<file path="src/rtl/vx_mem_watchdog.sv">
// vx_mem_watchdog: run monitor sitting on the Vortex mem_req/mem_rsp bus.
// Classifies how a run ends (done, hang, timeout, out-of-window address),
// tracks outstanding reads and exposes run counters for a CSR block or bench.
module vx_mem_watchdog #(
  parameter int                ADDR_W           = 26,
  parameter int                CNT_W            = 32,
  parameter logic [ADDR_W-1:0] ADDR_MASK        = 26'h3C00000,
  parameter logic [ADDR_W-1:0] ADDR_MATCH       = 26'h2000000,
  parameter int                HANG_CYCLES      = 1000,
  parameter int                TIMEOUT_CYCLES   = 1000000,
  parameter int                HEARTBEAT_CYCLES = 1000,
  parameter int                MAX_OUTSTANDING  = 64
) (
  input  logic                                     clk,
  input  logic                                     nRST,
  input  logic                                     start,
  input  logic                                     busy,
  input  logic                                     mem_req_valid,
  input  logic                                     mem_req_ready,
  input  logic                                     mem_req_rw,
  input  logic [ADDR_W-1:0]                        mem_req_addr,
  input  logic                                     mem_rsp_valid,
  input  logic                                     mem_rsp_ready,
  output logic [2:0]                               state,
  output logic                                     heartbeat,
  output logic                                     rsp_err,
  output logic [CNT_W-1:0]                         cycle_count,
  output logic [CNT_W-1:0]                         req_count,
  output logic [CNT_W-1:0]                         idle_cycles,
  output logic [$clog2(MAX_OUTSTANDING+1)-1:0]     outstanding,
  output logic [ADDR_W-1:0]                        bad_addr
);

  localparam int OUT_W = $clog2(MAX_OUTSTANDING + 1);

  localparam logic [2:0] S_IDLE     = 3'd0;
  localparam logic [2:0] S_RUN      = 3'd1;
  localparam logic [2:0] S_DONE     = 3'd2;
  localparam logic [2:0] S_HANG     = 3'd3;
  localparam logic [2:0] S_TIMEOUT  = 3'd4;
  localparam logic [2:0] S_ADDR_ERR = 3'd5;

  localparam logic [CNT_W-1:0] CNT_MAX     = '1;
  localparam logic [CNT_W-1:0] CNT_ONE     = CNT_W'(1);
  localparam logic [CNT_W-1:0] HANG_LAST   = CNT_W'(HANG_CYCLES - 1);
  localparam logic [CNT_W-1:0] TMO_LAST    = CNT_W'(TIMEOUT_CYCLES - 1);
  localparam logic [CNT_W-1:0] HB_RELOAD   = CNT_W'(HEARTBEAT_CYCLES - 1);
  localparam logic [OUT_W-1:0] OUT_MAX     = OUT_W'(MAX_OUTSTANDING);
  localparam logic [OUT_W-1:0] OUT_ONE     = OUT_W'(1);

  logic             req_fire;
  logic             rsp_fire;
  logic             rd_fire;
  logic             addr_bad;
  logic             running;
  logic             busy_q;
  logic [CNT_W-1:0] hb_cnt;
  logic [2:0]       state_next;

  assign req_fire  = mem_req_valid & mem_req_ready;
  assign rsp_fire  = mem_rsp_valid & mem_rsp_ready;
  assign rd_fire   = req_fire & ~mem_req_rw;
  assign running   = (state == S_RUN);
  assign addr_bad  = req_fire && ((mem_req_addr & ADDR_MASK) != ADDR_MATCH);
  // The pulse is gated by RUN so terminal and idle states never beat.
  assign heartbeat = running && (hb_cnt == '0);

  // Next-state selection: start overrides everything, then exits in priority order
  always_comb begin
    state_next = state;
    if (start) begin
      state_next = S_RUN;
    end else if (running) begin
      if (addr_bad) begin
        state_next = S_ADDR_ERR;
      end else if ((idle_cycles == HANG_LAST) && !req_fire) begin
        state_next = S_HANG;
      end else if (cycle_count == TMO_LAST) begin
        state_next = S_TIMEOUT;
      end else if (busy_q && !busy) begin
        state_next = S_DONE;
      end
    end
  end

  // State register
  always_ff @(posedge clk or negedge nRST) begin
    if (!nRST) begin
      state <= S_IDLE;
    end else begin
      state <= state_next;
    end
  end

  // Delayed busy for falling-edge detection; sampled in every state
  always_ff @(posedge clk or negedge nRST) begin
    if (!nRST) begin
      busy_q <= 1'b0;
    end else begin
      busy_q <= busy;
    end
  end

  // Saturating run counters; they only move while RUN, so terminal states freeze them
  always_ff @(posedge clk or negedge nRST) begin
    if (!nRST) begin
      cycle_count <= '0;
      req_count   <= '0;
      idle_cycles <= '0;
    end else if (start) begin
      cycle_count <= '0;
      req_count   <= '0;
      idle_cycles <= '0;
    end else if (running) begin
      if (cycle_count != CNT_MAX) begin
        cycle_count <= cycle_count + CNT_ONE;
      end
      if (req_fire && (req_count != CNT_MAX)) begin
        req_count <= req_count + CNT_ONE;
      end
      if (req_fire) begin
        idle_cycles <= '0;
      end else if (idle_cycles != CNT_MAX) begin
        idle_cycles <= idle_cycles + CNT_ONE;
      end
    end
  end

  // Heartbeat down-counter: start loads a full period, reaching zero reloads it
  always_ff @(posedge clk or negedge nRST) begin
    if (!nRST) begin
      hb_cnt <= '0;
    end else if (start) begin
      hb_cnt <= HB_RELOAD;
    end else if (running) begin
      if (hb_cnt == '0) begin
        hb_cnt <= HB_RELOAD;
      end else begin
        hb_cnt <= hb_cnt - CNT_ONE;
      end
    end
  end

  // Outstanding-read bookkeeping; underflow or overflow latches rsp_err instead of moving
  always_ff @(posedge clk or negedge nRST) begin
    if (!nRST) begin
      outstanding <= '0;
      rsp_err     <= 1'b0;
    end else if (start) begin
      outstanding <= '0;
      rsp_err     <= 1'b0;
    end else if (running) begin
      if (rd_fire && !rsp_fire) begin
        if (outstanding == OUT_MAX) begin
          rsp_err <= 1'b1;
        end else begin
          outstanding <= outstanding + OUT_ONE;
        end
      end else if (rsp_fire && !rd_fire) begin
        if (outstanding == '0) begin
          rsp_err <= 1'b1;
        end else begin
          outstanding <= outstanding - OUT_ONE;
        end
      end
    end
  end

  // Capture the offending address; the run leaves RUN on that same edge so only the first is kept
  always_ff @(posedge clk or negedge nRST) begin
    if (!nRST) begin
      bad_addr <= '0;
    end else if (start) begin
      bad_addr <= '0;
    end else if (running && addr_bad) begin
      bad_addr <= mem_req_addr;
    end
  end

endmodule

</file>
<file path="config.mk">
export PLATFORM = sky130hd
export DESIGN_NAME = vx_mem_watchdog
export DESIGN_NICKNAME = d
export VERILOG_FILES = /design/src/rtl/vx_mem_watchdog.sv
export SDC_FILE = /design/constraint.sdc
export NUM_CORES = 1
export LEC_CHECK = 0
export ABC_AREA = 1
export ABC_CLOCK_PERIOD_IN_PS = 5470
export CORE_UTILIZATION = 35
export DETAILED_ROUTE_END_ITERATION = 8
export GPL_TIMING_DRIVEN = 0
export MAX_ROUTING_LAYER = met4
export SKIP_LAST_GASP = 1
export SLEW_MARGIN = 15
export SYNTH_ARGS = -nofsm -noshare
export SYNTH_HDL_FRONTEND = slang
export SYNTH_SLANG_ARGS = --single-unit
</file>
<file path="constraint.sdc">
create_clock -name clk -period 5.47 [get_ports clk]
set_clock_uncertainty 0.15 [all_clocks]
set_input_delay 1.094 -clock clk [delete_from_list [all_inputs] [get_ports clk]]
set_output_delay 1.094 -clock clk [all_outputs]
set_load 0.005 [all_outputs]
</file>
; ---- Word-level counts from Yosys, hierarchy flattened
; Cells that the tools add are included.
[totals]
register_bits = 166
output_inout_bits = 134
inputBits = 35
word_cells = 91
[classes]
eq_ne = 11
bitwise_logic = 4
mux = 33
n_addsub = 6
n_reduce_logical = 28
[op_table]
columns = cell, count
row1 = two-way mux 32 bit, 13
row2 = adder 32 x 1 -> 32 bit (second input constant), 3
row3 = != test 32 bit (second input constant), 3
row4 = two-way mux 26 bit, 2
row5 = two-way mux 7 bit, 6
row6 = equality test 32 x 10 -> 1 bit (second input constant), 1
row7 = equality test 32 x 20 -> 1 bit (second input constant), 1
row8 = logical NOT 32 bit, 1
row9 = subtractor 32 x 1 -> 32 bit (second input constant), 1
row10 = two-way mux 3 bit, 6
row11 = nonzero test 3 bit, 3
row12 = logical AND 1 bit, 8
row13 = AND reduction 2 bit, 4
row14 = AND reduction 4 bit, 2
row15 = nonzero test 2 bit, 4
row16 = adder 7 x 1 -> 7 bit (second input constant), 1
row17 = equality test 7 bit (second input constant), 1
row18 = logical NOT 7 bit, 1
row19 = subtractor 7 x 1 -> 7 bit (second input constant), 1
row20 = two-way mux 1 bit, 6
row21 = != test 3 bit (second input constant), 2
row22 = nonzero test 5 bit, 1
row23 = logical NOT 1 bit, 4
row24 = != test 4 bit (second input constant), 1
row25 = other kinds (4), 6

; ---- Depth between registers and ports, before layout
[depth]
word_depth = 8
depth_mapped = 12
mapped_depth_nobuf = 12

; ---- Least setup slack after synthesis
; No wires, ideal clock.
[synth_path]
kind = in2reg
startpoint = in mem_req_valid
endpoint = reg outstanding[6]
required_time_ns = 5.193
n_path_buf = 0
setup_ns = 0.127
cell_stages = 10
path_slack_ns = 2.757
arrival_time_ns = 2.436
cell_sequence = nand2_1 > nor2_1 > nand2_1 > inv_1 > fa_1 > inv_1 > nand4_1 > o211ai_1 > xor2_1 > o21ai_0
[synth_via]
elab_chain_len = 6
elab_cells_between_ends = 12
cone_classes = 2 x eq/ne / 3 x mux / 2 x bitwise / 5 x reduce/logical
[synth_lines]
columns = item, line
row1 = "start, declared", 18  ; input logic mem_req_valid,
row2 = AND 1 bit (*), 60  ; assign req_fire = mem_req_valid & mem_req_ready;
row3 = AND 1 bit (*), 62  ; assign rd_fire = req_fire & ~mem_req_rw;
row4 = logical NOT 1 bit / logical AND 1 bit (equally long branches), "159, 153"
row5 = logical AND 1 bit / two-way mux 7 bit (equally long branches), "159, 153"
row6 = nonzero test 3 bit (no line) / two-way mux 7 bit (equally long branches), -
row7 = AND reduction 4 bit (no line) / two-way mux 7 bit (equally long branches), -
row8 = "end signal, assigned", 157  ; outstanding <= outstanding + OUT_ONE;
row9 = "end signal, assigned", 163  ; outstanding <= outstanding - OUT_ONE;
row10 = "end, declared", 30  ; output logic [$clog2(MAX_OUTSTANDING+1)-1:0] outstanding,
; Mark *: on every way between the ends. The rest lies on a longest branch, timed or not. The select of a mux whose other input is x is not followed.
; A chain may end at the register's enable or synchronous reset.

; ---- Final worst setup path
[layout_path]
startpoint = reg hb_cnt[0]
endpoint = out heartbeat
[layout_via]
elab_chain_len = 2
[layout_lines]
columns = item, line
row1 = "start, declared", 57  ; logic [CNT_W-1:0] hb_cnt;
row2 = "start signal, assigned", 139  ; hb_cnt <= hb_cnt - CNT_ONE;
row3 = logical NOT 32 bit, 66  ; assign heartbeat = running && (hb_cnt == '0);
row4 = logical AND 1 bit, 66
row5 = "end, declared", 25  ; output logic heartbeat,
; Every way passes these cells.

==> out/qor.yml <==
arrival_ps: 2540
drv_slew: 0
post_cts_buffers: 0
wl_per_cell_um: 15.9
met1_usage: 0.320
die-width_um: 176
cts_max_path_buffers: 2
cts_resized: 0
overflow: 0
stdcell_area_sq_um: 13400
numClockSinks: 166
tns_ps: 0
coreArea_sq_um: 29800
start_util: 0.357
ctsHoldBuffers: 0
ys_seq_area_frac: 0.390
grt_max_degree: 100
dr.first_iter.drc_count: 799
pin_count: 169
ys.warnings.count: 0
period_minus_slack_ps: 3780
drive_gt1_frac: 0.0525
placementRows: 63
syn-cell-area_sq_um: 10600
fin_cells: 2199
setup_violations: 0
netlist_instances: 1608
viasPerCell: 5.00
multiInputGateArea_sq_um: 5690
synth_top_family_by_area: "simple AND/OR/NAND/NOR gates"
worst_pin_slew_ps: 810
synthMuxAreaShare: 0
use_met3: 0.0351
ctsHtreeMaxLevel: 4
ir_drop_uv: 201
antenna_found_initial: 0
path_class: "reg -> out"
vias: 11000
timing.final.crit_share: 0.692
dp_cells: 2167
dp_hpwl_um: 26300
cap_viol_max_count: 0
power_density_nw_per_um2: 250
routabilityCongestion: 0.949
numCtsBuffers: 17
synth-seq-cells: 166
die_h_um: 176
synth_xor_area_frac: 0.0411
seq_area_sq_um: 4150
grt_pass1_vias: 10300
async_reset_ff_frac: 1.00
fmax_mhz: 264
hold_violations: 0
crit_path_end_kind: "output pin"
syn_to_final_growth_pct: 26.3
cp_max_fo: 5
grt_pass1_wl_um: 55800
crit_required_ps: 4230
syn_nets: 1653
portBuffers: 168
synth_edf_count: 0
synth_cell_types: 36
cts-root-buf: "clkbuf_16"
n_antenna_cell: 0
synthSimpleGateAreaFrac: 0.405
met2_usage: 0.367
die_area_sq_um: 31100
rsz0062_at_grt: "false"
power_leakage_nw: 5.88
drcViolationCount: 0
synth_compound_area_frac: 0.0757
synthAdderAreaFrac: 0.0125
startpoint_type: "flop"
grtUsageTotal: 0.235
setup_ws_ps: 1690
status: "complete, no violations"
ant_nets: 0
first_pass_iters: 7
drt-total-wl_um: 34900
slew_headroom: 0.458
fin_nets: 1841
dp_slack_ps: 1800
ys.flop_type: "dfrtp_1"
clk_pin_slew_worst_paths_ps: 70
clock_latency_ps: 440
postSynthAreaPerCell_sq_um: 6.62
nFillCells: 3109
hold_class: "reg -> reg"
grt_busiest_layer: "met2"
placed_area_sq_um: 12800
cts_tree: "built"
==> path summary, 6_finish.rpt <==
check / depth (start not counted) / start / slack (ps) / endpoint
worst max-delay path: 7 / hb_cnt[0] / 1690 / heartbeat
worst min-delay path: 2 / bad_addr[6] / 350 / bad_addr[6]
worst max register to register: 10 / cycle_count[0] / 2900 / state[0]
worst min register to register: 2 / bad_addr[6] / 350 / bad_addr[6]
max in group asynchronous: 2 / nRST / 3810 / idle_cycles[29]
min in group asynchronous: 1 / nRST / 460 / cycle_count[27]
==> power breakdown <==
part	switching (mW)	internal [mW]	leakage, nW
Sequential	0.0885	1.30	2.26
Clock	0.575	0.686	0.289
Combinational	0.422	0.292	3.33
Total	1.09	2.28	5.88
==> cell usage after synthesis, drive strengths merged, types with 2 or more instances <==
master,count,share of area
a21oi,12,0.0056
a31oi,2,0.0012
buf,23,0.014
clkbuf,18,0.0065
dfrtp,166,0.39
ha,9,0.011
inv,154,0.054
nand2,507,0.18
nand3,160,0.076
nand3b,2,0.0014
nand4,28,0.017
nor2,294,0.11
nor3,36,0.020
o211ai,4,0.0028
o21ai,130,0.062
o21bai,6,0.0042
or2,4,0.0024
xnor2,9,0.0074
xor2,41,0.034
==> layer usage <==
layer	share of wire	up-vias	wire (um)
met5	0	-	0
met3	0.047	33	1640
met2	0.47	268	16200
met4	0.012	0	435
li1	-	5506	-
met1	0.47	5196	16500
==> worst max-delay path, cell delays in order (launching register included) <==
cell,delay (ps)
dfrtp_1,360
inv_1,130
ha_1,210
nand2_1,140
nor3_2,300
nand3b_1,170
nor2_1,250
clkdlybuf4s50_1,550
==> state kept, by name (all words and copies together) (netlist names) <==
| register | flops |
|---|---|
| outstanding | 7 |
| rsp_err | 1 |
| state | 3 |
| bad_addr | 26 |
| req_count | 32 |
| hb_cnt | 32 |
| cycle_count | 32 |
| busy_q | 1 |
| idle_cycles | 32 |
==> layout make-up <==
type,instances,area share
plain buffers,41,0.0165
clock buffers,17,0.0317
clock inverters,15,0.0126
inverters,154,0.0430
multi-input cells,1247,0.423
flip-flops and latches,166,0.309
well taps,390,0.0363
repair buffers,169,0.128
==> cells by family (layout without fill, tap and decap cells) <==
family	Yosys count	count (layout)
and+or+nand+nor	1033	1033
AOI/OAI and AO/OA	154	154
xor gates and xnor gates	50	50
DFF	166	166
buffers and inverters	195	396
adders and majority gates	10	10
==> cell usage in the layout, fill, tap and decap left out, types with 4 or more instances in the layout <==
cell type,synthesis,layout
inv_1,146,146
nand3_1,158,158
clkbuf_1,17,17
xor2_1,41,41
ha_1,9,9
clkbuf_16,0,17
o21ai_0,104,104
inv_6,0,5
inv_2,8,8
xnor2_1,9,9
nand4_1,27,27
clkdlybuf4s50_1,0,167
o21bai_1,6,6
nand2_2,6,6
nor2_1,282,282
a21oi_1,12,12
o211ai_1,4,4
o21ai_1,24,24
or2_2,4,4
nand2_1,501,501
nor2_2,10,10
buf_6,5,5
buf_2,14,14
nor3_1,33,33
dfrtp_1,166,166
==> per-stage QoR <==
step | total power [mW] | hold WS [ps] | utilization
final | 3.37 | 349 | 0.451
after detailed placement | 2.13 | 337 | 0.431
after floorplan | 1.80 | 321 | -
after global routing | 3.53 | 379 | 0.451
after global placement | 2.12 | 331 | 0.430
after CTS | 3.39 | 351 | 0.451
(Power assumes the default switching activity.)
